===== config.mk =====
export PLATFORM = sky130hd
export DESIGN_NAME = router_src_ctrl
export DESIGN_NICKNAME = d
export VERILOG_FILES = /design/src/rtl/router_src_ctrl.sv
export SDC_FILE = /design/constraint.sdc
export NUM_CORES = 1
export LEC_CHECK = 0
export ABC_CLOCK_PERIOD_IN_PS = 4100
export BUFFER_PORTS_ARGS = -buffer_cell sky130_fd_sc_hd__buf_4
export CELL_PAD_IN_SITES_DETAIL_PLACEMENT = 1
export CELL_PAD_IN_SITES_GLOBAL_PLACEMENT = 1
export CORE_AREA = 2 2 55 108
export DETAILED_ROUTE_END_ITERATION = 12
export DIE_AREA = 0 0 57 110
export PLACE_DENSITY_LB_ADDON = 0.2
export SETUP_SLACK_MARGIN = 0.1
export SLEW_MARGIN = 20
export SYNTH_ARGS = -nofsm -noshare
export SYNTH_HDL_FRONTEND = slang
export SYNTH_SLANG_ARGS = --single-unit

===== constraint.sdc =====
create_clock -name clock -period 4.1 [get_ports clock]
set_input_delay 0.41 -clock clock [delete_from_list [all_inputs] [get_ports clock]]
set_output_delay 0.41 -clock clock [all_outputs]
set_load 0.02 [all_outputs]

===== src/rtl/router_src_ctrl.sv =====
// Input side of a 1xNUM_CH packet router: steers header/payload bytes to one
// destination FIFO, applies per-channel back-pressure and checks each packet.
module router_src_ctrl #(
    parameter int DATA_W = 8,
    parameter int NUM_CH = 3
) (
    input  logic              clock,
    input  logic              reset,
    input  logic [DATA_W-1:0] data_in,
    input  logic              pkt_valid,
    input  logic [NUM_CH-1:0] fifo_full,
    output logic              busy,
    output logic [NUM_CH-1:0] wr_en,
    output logic [DATA_W-1:0] wr_data,
    output logic              error,
    output logic [1:0]        err_code
);

    localparam int ADDR_W = $clog2(NUM_CH);
    localparam int LEN_W  = DATA_W - ADDR_W;
    localparam logic [ADDR_W:0] NUM_CH_W = (ADDR_W + 1)'(NUM_CH);

    localparam logic [1:0] ERR_NONE   = 2'd0;
    localparam logic [1:0] ERR_PARITY = 2'd1;
    localparam logic [1:0] ERR_LENGTH = 2'd2;
    localparam logic [1:0] ERR_ADDR   = 2'd3;

    typedef enum logic [2:0] {
        S_IDLE,
        S_HDR_WAIT,
        S_LOAD_DATA,
        S_CHECK,
        S_DROP
    } state_t;

    state_t              state_q;
    logic [NUM_CH-1:0]   sel_q;
    logic [LEN_W-1:0]    len_q;
    logic [LEN_W-1:0]    cnt_q;
    logic [LEN_W-1:0]    cnt_d;
    logic [DATA_W-1:0]   par_q;
    logic [NUM_CH-1:0]   wr_en_q;
    logic [DATA_W-1:0]   wr_data_q;
    logic                error_q;
    logic [1:0]          err_code_q;

    logic [ADDR_W-1:0]   hdr_addr;
    logic [LEN_W-1:0]    hdr_len;
    logic [NUM_CH-1:0]   hdr_sel;
    logic                hdr_bad;
    logic                hdr_full;
    logic                cur_full;

    function automatic logic [NUM_CH-1:0] onehot(input logic [ADDR_W-1:0] a);
        logic [NUM_CH-1:0] r;
        r = '0;
        for (int i = 0; i < NUM_CH; i++) begin
            if (a == ADDR_W'(i)) r[i] = 1'b1;
        end
        return r;
    endfunction

    assign hdr_addr = data_in[ADDR_W-1:0];
    assign hdr_len  = data_in[DATA_W-1:ADDR_W];
    assign hdr_sel  = onehot(hdr_addr);
    assign hdr_bad  = ({1'b0, hdr_addr} >= NUM_CH_W);
    assign hdr_full = |(fifo_full & hdr_sel);
    // After header acceptance only the latched channel's full flag matters.
    assign cur_full = |(fifo_full & sel_q);
    assign cnt_d    = (cnt_q == {LEN_W{1'b1}}) ? cnt_q : cnt_q + 1'b1;

    always_comb begin
        busy = 1'b0;
        unique case (state_q)
            S_IDLE:      busy = 1'b0;
            S_HDR_WAIT:  busy = 1'b1;
            S_LOAD_DATA: busy = cur_full;
            S_CHECK:     busy = 1'b1;
            S_DROP:      busy = 1'b0;
            default:     busy = 1'b0;
        endcase
    end

    always_ff @(posedge clock or negedge reset) begin
        if (!reset) begin
            state_q    <= S_IDLE;
            sel_q      <= '0;
            len_q      <= '0;
            cnt_q      <= '0;
            par_q      <= '0;
            wr_en_q    <= '0;
            wr_data_q  <= '0;
            error_q    <= 1'b0;
            err_code_q <= ERR_NONE;
        end else begin
            wr_en_q <= '0;
            unique case (state_q)
                S_IDLE: begin
                    if (pkt_valid) begin
                        if (hdr_bad) begin
                            error_q    <= 1'b1;
                            err_code_q <= ERR_ADDR;
                            state_q    <= S_DROP;
                        end else if (hdr_full) begin
                            sel_q   <= hdr_sel;
                            state_q <= S_HDR_WAIT;
                        end else begin
                            sel_q      <= hdr_sel;
                            len_q      <= hdr_len;
                            cnt_q      <= '0;
                            par_q      <= data_in;
                            wr_en_q    <= hdr_sel;
                            wr_data_q  <= data_in;
                            error_q    <= 1'b0;
                            err_code_q <= ERR_NONE;
                            state_q    <= S_LOAD_DATA;
                        end
                    end
                end
                S_HDR_WAIT: begin
                    // Header is re-evaluated from IDLE once the channel frees up.
                    if (!cur_full) state_q <= S_IDLE;
                end
                S_LOAD_DATA: begin
                    if (!cur_full) begin
                        par_q <= par_q ^ data_in;
                        if (pkt_valid) begin
                            wr_en_q   <= sel_q;
                            wr_data_q <= data_in;
                            cnt_q     <= cnt_d;
                        end else begin
                            state_q <= S_CHECK;
                        end
                    end
                end
                S_CHECK: begin
                    // Parity register now holds header^payload^parity; zero means match.
                    if (cnt_q != len_q) begin
                        error_q    <= 1'b1;
                        err_code_q <= ERR_LENGTH;
                    end else if (par_q != '0) begin
                        error_q    <= 1'b1;
                        err_code_q <= ERR_PARITY;
                    end else begin
                        error_q    <= 1'b0;
                        err_code_q <= ERR_NONE;
                    end
                    state_q <= S_IDLE;
                end
                S_DROP: begin
                    if (!pkt_valid) state_q <= S_IDLE;
                end
                default: state_q <= S_IDLE;
            endcase
        end
    end

    assign wr_en    = wr_en_q;
    assign wr_data  = wr_data_q;
    assign error    = error_q;
    assign err_code = err_code_q;

endmodule

==> results_dict.tcl, run 1 <==
set metrics [dict create \
    detail_route.first_pass.iterations 4 \
    cts_max_path_buffers 2 \
    area_delta_synth_final_pct 16.7 \
    grt_pass1_vias 1887 \
    io_pins 29 \
    cts_buffers 5 \
    grt_pass1_wl_um 9520 \
    power_density_nw_per_um2 720 \
    fillers 619 \
    post_cts_buffers 0 \
    finalSetupTns_ns 0 \
    rsz0062_at_grt "false" \
    ys_seq_area_frac 0.473 \
    viasPerCell 5.94 \
    rows 38 \
    slowest_delay_ns 0.71 \
    post-route-drc-count 0 \
    antenna_found_initial 0 \
    die-area_um2 6270 \
    combPwrFrac 0.417 \
    critPathMaxFanout 14 \
    criticalPathCategory "register to register" \
    hp-class "input pin to asynchronous set/reset pin" \
    p_int_mw 1.08 \
    seq_power_share 0.396 \
    gp_congestion 0.870 \
    h-tree-depth 2 \
    num_antenna_cells 0 \
    met1_length_um 2150 \
    dp_hpwl_um 4090 \
    hold_buffers 0 \
    drt_iter0_drc 50 \
    synthCells 207 \
    start_kind "register" \
    peakVddDrop_mv 0.379 \
    period_share 0.586 \
    clock_sinks 40 \
    relSlewSlack 0.407 \
    p_leak_nw 1.04 \
    final_layout_size_suffix_gt1_frac 0.263 \
    grt_max_degree 41 \
    status "completed" \
    top_layer "met4" \
    clkPwrFrac 0.187 \
    clkTransAtPathRegs_ns 0.08 \
    synth_edf_count 0 \
    yosysWarnings 0 \
    root_buffer "clkbuf_8" \
    wl_um 5600 \
    ys_types 48 \
    ant_nets 0 \
    routed-wl-met2_um 3160 \
    grt-ovfl-total 0 \
    wl_per_cell_um 19.2 \
    fin_total_pwr_mw 1.78 \
    p_sw_mw 0.699 \
    sw_frac_of_total 0.393 \
    cp.required_ns 4.28 \
    cp-end-kind "register" \
    post_cts_resized 0 \
    die-width_um 57 \
    syn_nets 222 \
    initial_utilization 0.391 \
    cts_tree "built" \
    nets 246 \
    layout_min_cycle_time_ns 2.40 \
    setup-violations-final 0 \
    ys_seq_elements 40 \
    avgSynthCellArea_um2 10.2 \
    arrival_ns 2.58 \
    core-area_um2 5420 \
    wl_met3_um 174 \
    max_cap_viol_count 0 \
    ys.flop_type "dfrtp_1" \
    num_vias 1734 \
    rrSetupSlack_ns 1.70 \
    async_reset_ff_frac 1.00 \
    clock_latency_ns 0.31 \
    finalClockSkew_ns 0.00681 \
    grt_util_all_layers 0.200 \
    fmax_ghz 0.416 \
    report.final.hold_viol_count 0 \
    path_cells "nor2_1 -> o221ai_1 -> nor4_1 -> o22ai_1" \
    worst_pin_slew_ns 0.887 \
    slew_violations 0 \
    die_y_um 110 \
    port_buffers 28 \
    syn_area_um2 2120 \
    slowest_stage "nor2_1" \
]
registers in the layout, summed over array words and instances, names as in the netlist:
register	flops
err_code	2
cnt_q	6
sel_q	3
state_q	3
error	1
par_q	8
wr_data	8
len_q	6
wr_en	3
critical path: cells and delay by family (launching register included):
family,cells,cell delay [ns]
simple gates,2,1.21
compound gates,2,0.60
flops,1,0.45
synthesized netlist by cell type (2+ instances only):
| library cell | count | area, um^2 |
|---|---|---|
| a211oi_1 | 3 | 22.5 |
| a21oi_1 | 10 | 50.1 |
| a221oi_1 | 3 | 26.3 |
| a22o_1 | 2 | 17.5 |
| a2bb2oi_1 | 8 | 70.1 |
| a311oi_1 | 2 | 17.5 |
| a31o_2 | 2 | 17.5 |
| and3_1 | 2 | 12.5 |
| and4_1 | 2 | 17.5 |
| buf_2 | 5 | 25.0 |
| clkbuf_1 | 7 | 26.3 |
| dfrtp_1 | 40 | 1000 |
| inv_1 | 7 | 26.3 |
| mux2_2 | 15 | 169 |
| mux2i_1 | 2 | 20.0 |
| nand2_1 | 10 | 37.5 |
| nand2b_1 | 3 | 18.8 |
| nand3_1 | 12 | 60.1 |
| nand3b_1 | 2 | 15.0 |
| nand4_1 | 3 | 18.8 |
| nor2_1 | 14 | 52.6 |
| nor3_1 | 6 | 30.0 |
| nor3b_1 | 2 | 15.0 |
| nor4_1 | 3 | 18.8 |
| o21ai_0 | 9 | 45.0 |
| o22ai_1 | 2 | 12.5 |
| o31ai_1 | 3 | 22.5 |
| o41ai_1 | 2 | 17.5 |
| or2_2 | 2 | 12.5 |
| xnor2_1 | 6 | 52.6 |
power by group through the flow:
stage	registers [mW]	logic, mW	clock network [mW]
6_report	0.704	0.742	0.333
5_1_grt	0.733	0.815	0.358
4_1_cts	0.706	0.752	0.347
3_5_place_dp	0.713	0.750	0
3_3_place_gp	0.704	0.739	0
2_1_floorplan	0.717	0.486	0
per-layer routing:
layer / global-route usage / up-vias
met2: 0.378 / 30
li1: - / 823
met1: 0.211 / 875
met5: 0 / -
met3: 0.0397 / 6
met4: 0.0797 / 0
path summary, 6_finish.rpt:
kind,start,to,cells after the start
max,state_q[2]$_DFFE_PN0P_,cnt_q[1]$_DFFE_PN0P_,4
min,reset,wr_en[1]$_DFF_PN0_,1
max reg2reg,state_q[2]$_DFFE_PN0P_,cnt_q[1]$_DFFE_PN0P_,4
min reg2reg,wr_data[7]$_DFFE_PN0P_,wr_data[7]$_DFFE_PN0P_,1
max in group asynchronous,reset,wr_data[7]$_DFFE_PN0P_,1
min in group clock,fifo_full[2],wr_en[2]$_DFF_PN0_,2
placed cells by master (no fill, tap or decap), types with 3 or more instances in the layout:
cell,Yosys,final
nand3_1,12,12
nor3_1,6,6
nand2_1,10,10
o31ai_1,3,3
o21ai_0,9,9
nand4_1,3,3
a21oi_1,10,10
dfrtp_1,40,40
inv_1,7,7
a2bb2oi_1,8,8
xnor2_1,6,6
a221oi_1,3,3
clkbuf_8,0,5
mux2_2,15,15
nor4_1,3,3
a211oi_1,3,3
nor2_1,14,14
buf_4,0,29
nand2b_1,3,3
area by class of cell:
type	instances	area, um^2	area share
sequential	40	1000	0.405
inverter	7	26.3	0.0106
multi-input combinational	148	1040	0.421
clock inverter	3	42.5	0.0172
clock buffer	5	68.8	0.0278
tap	60	75.1	0.0304
timing repair buffer	29	218	0.0881
logic make-up (layout without fill, tap and decap cells):
family                   Yosys count  after routing  share of synthesized area
XOR/XNOR                           6              6                     0.0248
AND/OR/NAND/NOR                   65             65                      0.167
adder cells (fa/ha/maj)            1              1                    0.00591
AO/OA/AOI/OAI                     59             59                      0.204
flip-flops                        40             40                      0.473
multiplexers                      17             17                     0.0892
buffers and inverters             19             44                     0.0366
metrics by stage:
stage	std cells	setup slack (ns)	instance area (um^2)	util	hold WS [ns]
2_1_floorplan	207	2.41	2120	-	0.114
3_3_place_gp	284	1.69	2360	0.435	0.429
3_5_place_dp	284	1.66	2360	0.435	0.429
4_1_cts	292	1.65	2470	0.456	0.0882
5_1_grt	292	1.51	2470	0.456	0.107
6_report	292	1.70	2470	0.456	0.0714
No activity file was read; power rests on OpenSTA's default activity.
==> inputs of run 2 (changes only) <==
Settings changed: ABC_AREA set to 1, ABC_CLOCK_PERIOD_IN_PS 4100 to 2470, CORE_AREA 2 2 55 108 to 2 2 56 111, DIE_AREA 0 0 57 110 to 0 0 58 113.
Clock period 4.1 ns to 2.47 ns, I/O delays scaled along.
==> results_dict.tcl, run 2 <==
set metrics [dict create \
    status "completed" \
    slowest_stage "dfrtp_1" \
    r2r-start "state_q[2]$_DFFE_PN0P_" \
    port_buffers 28 \
    die_y_um 113 \
    cts_buffers 5 \
    ant_nets 0 \
    rows 39 \
    clkTransAtPathRegs_ns 0.07 \
    die-area_um2 6550 \
    report.final.hold_viol_count 0 \
    post_cts_buffers 0 \
    min_to "wr_en[0]$_DFF_PN0_" \
    relSlewSlack 0.624 \
    rsz0062_at_grt "false" \
    post_synth_mux_area_share 0 \
    p_sw_mw 1.51 \
    post_cts_resized 0 \
    cp-end-kind "register" \
    combPwrFrac 0.469 \
    grt-ovfl-total 0 \
    mostFrequentLayoutCells "nand2_1 (81), dfrtp_1 (40), inv_1 (29), o21ai_2 (29), buf_4 (29)" \
    worst_pin_slew_ns 0.562 \
    p_leak_nw 1.27 \
    synth_fa_ha_area_frac 0.00559 \
    viasPerCell 5.07 \
    r2r-end "cnt_q[0]$_DFFE_PN0P_" \
    ys.flop_type "dfrtp_1" \
    worstPathBufferInverterCount 1 \
    finalSetupTns_ns 0 \
    setup-violations-final 0 \
    netlist.area_leader.share 0.447 \
    arrival_ns 2.06 \
    synthCells 262 \
    slowest_delay_ns 0.46 \
    num_vias 1800 \
    initial_utilization 0.396 \
    grt_max_degree 41 \
    start_kind "register" \
    gp_congestion 0.806 \
    finalClockSkew_ns 0.0112 \
    cts_max_path_buffers 2 \
    clkPwrFrac 0.198 \
    reg2regPathDepth 7 \
    synth_edf_count 0 \
    synth_top_family_by_area "simple AND/OR/NAND/NOR gates" \
    yosysWarnings 0 \
    power_density_nw_per_um2 1290 \
    layout_commonest_cell "nand2_1" \
    fmax_ghz 0.525 \
    synth_top_cell_by_area "dfrtp_1" \
    fin_util 0.465 \
    h-tree-depth 2 \
    clock_latency_ns 0.29 \
    wl_um 5550 \
    antenna_found_initial 0 \
    grt_pass1_vias 1975 \
    criticalPathCategory "register to register" \
    hold_buffers 1 \
    grt_util_all_layers 0.190 \
    layout_min_cycle_time_ns 1.90 \
    final_layout_size_suffix_gt1_frac 0.299 \
    post-route-drc-count 0 \
    min_from "fifo_full[0]" \
    crit_family "simple AND/OR/NAND/NOR gates" \
    root_buffer "clkbuf_16" \
    syn_nets 277 \
    die-width_um 58 \
    drt_iter0_drc 25 \
    ys_seq_area_frac 0.447 \
    core-area_um2 5660 \
    num_antenna_cells 0 \
    synth_area_leaders "dfrtp_1 (45%), nand2_1 (14%), o21ai_2 (11%)" \
    async_reset_ff_frac 1.00 \
    io_pins 29 \
    path_cells "nor3_2 -> buf_4 -> o21ai_2 -> o21ai_1 -> nand2_1 -> nand2_1 -> o21ai_2" \
    min_path_cells 2 \
    hold_ws_ns 0.158 \
    nets 308 \
    dp_hpwl_um 4200 \
    synth_common_cells "nand2_1 (81), dfrtp_1 (40), inv_1 (29), o21ai_2 (29), nor2_1 (15)" \
    grt_pass1_wl_um 9430 \
    yosysMostFrequentCell "nand2_1" \
    clock_sinks 40 \
    ys_types 28 \
    ys_seq_elements 40 \
    yosys.area_share.simple 0.262 \
    area_delta_synth_final_pct 17.4 \
    cts_tree "built" \
    period_share 0.771 \
    fin_total_pwr_mw 3.40 \
    cp.required_ns 2.62 \
    avgSynthCellArea_um2 8.55 \
    sw_frac_of_total 0.443 \
    max_cap_viol_count 0 \
    p_int_mw 1.89 \
    critPathMaxFanout 19 \
    syn_area_um2 2240 \
    synth_compound_area_frac 0.164 \
    rrSetupSlack_ns 0.57 \
    detail_route.first_pass.iterations 4 \
    slew_violations 0 \
    peakVddDrop_mv 0.637 \
    wl_per_cell_um 15.6 \
    synth_xor_area_frac 0.0391 \
    hp-class "input pin to register" \
    seq_power_share 0.333 \
]
-- run 2: changes by cell type after synthesis, moves of 7 or more --
cell | previous run | this run
nand3_1 | 12 | 5
a21oi_1 | 10 | 0
xor2_1 | 0 | 10
a2bb2oi_1 | 8 | 0
nand2_1 | 10 | 81
nand2_2 | 0 | 10
o21ai_2 | 0 | 29
mux2_2 | 15 | 0
inv_1 | 7 | 29
clkbuf_1 | 7 | 0
-- run 2: metrics by stage --
step | instance area, um^2 | worst slack [ns] | std cells
2_1_floorplan | 2240 | 0.992 | 262
3_3_place_gp | 2470 | 0.621 | 346
3_5_place_dp | 2470 | 0.557 | 346
4_1_cts | 2630 | 0.546 | 355
5_1_grt | 2630 | 0.373 | 355
6_report | 2630 | 0.566 | 355
-- run 2: how the worst max path moves through the flow --
stage,startpoint,endpoint,slack (ns),depth (start not counted)
final,state_q[2]$_DFFE_PN0P_,cnt_q[0]$_DFFE_PN0P_,0.57,7
after global routing,state_q[1]$_DFFE_PN0P_,cnt_q[0]$_DFFE_PN0P_,0.37,8
after CTS,state_q[2]$_DFFE_PN0P_,cnt_q[0]$_DFFE_PN0P_,0.55,7
after detailed placement,state_q[2]$_DFFE_PN0P_,cnt_q[5]$_DFFE_PN0P_,0.56,7
after global placement,state_q[2]$_DFFE_PN0P_,cnt_q[5]$_DFFE_PN0P_,0.62,7
after floorplan,state_q[2]$_DFFE_PN0P_,wr_data[7]$_DFFE_PN0P_,0.99,7
-- run 2: cell families after synthesis --
logic type,count (synthesis)
AND/OR/NAND/NOR,127
AO/OA/AOI/OAI,47
flip-flops,40
buffers and inverters,37
XOR/XNOR,10
adder cells (fa/ha/maj),1
-- run 2: area by class of cell --
class                           count  area (um^2)
Clock inverter                      2         15.0
Sequential cell                    40         1000
Clock buffer                        6          139
Multi-Input combinational cell    185         1050
Inverter                           31          116
Timing Repair Buffer               30          228
Fill cell                         705         3030
Tap cell                           61         76.3
-- run 2: per-layer routing --
layer	vias to the layer above	track usage	part of all wire
li1	890	-	-
met1	875	0.201	0.36
met2	26	0.358	0.60
met3	9	0.0251	0.020
met4	0	0.0837	0.025
met5	-	0	0
-- run 2: power groups by stage --
stage          clock network [mW]  logic [mW]  registers [mW]
6_report                    0.675        1.60            1.13
4_1_cts                     0.692        1.63            1.14
5_1_grt                     0.713        1.80            1.17
3_5_place_dp                    0        1.62            1.15
2_1_floorplan                   0        1.18            1.20
3_3_place_gp                    0        1.58            1.13
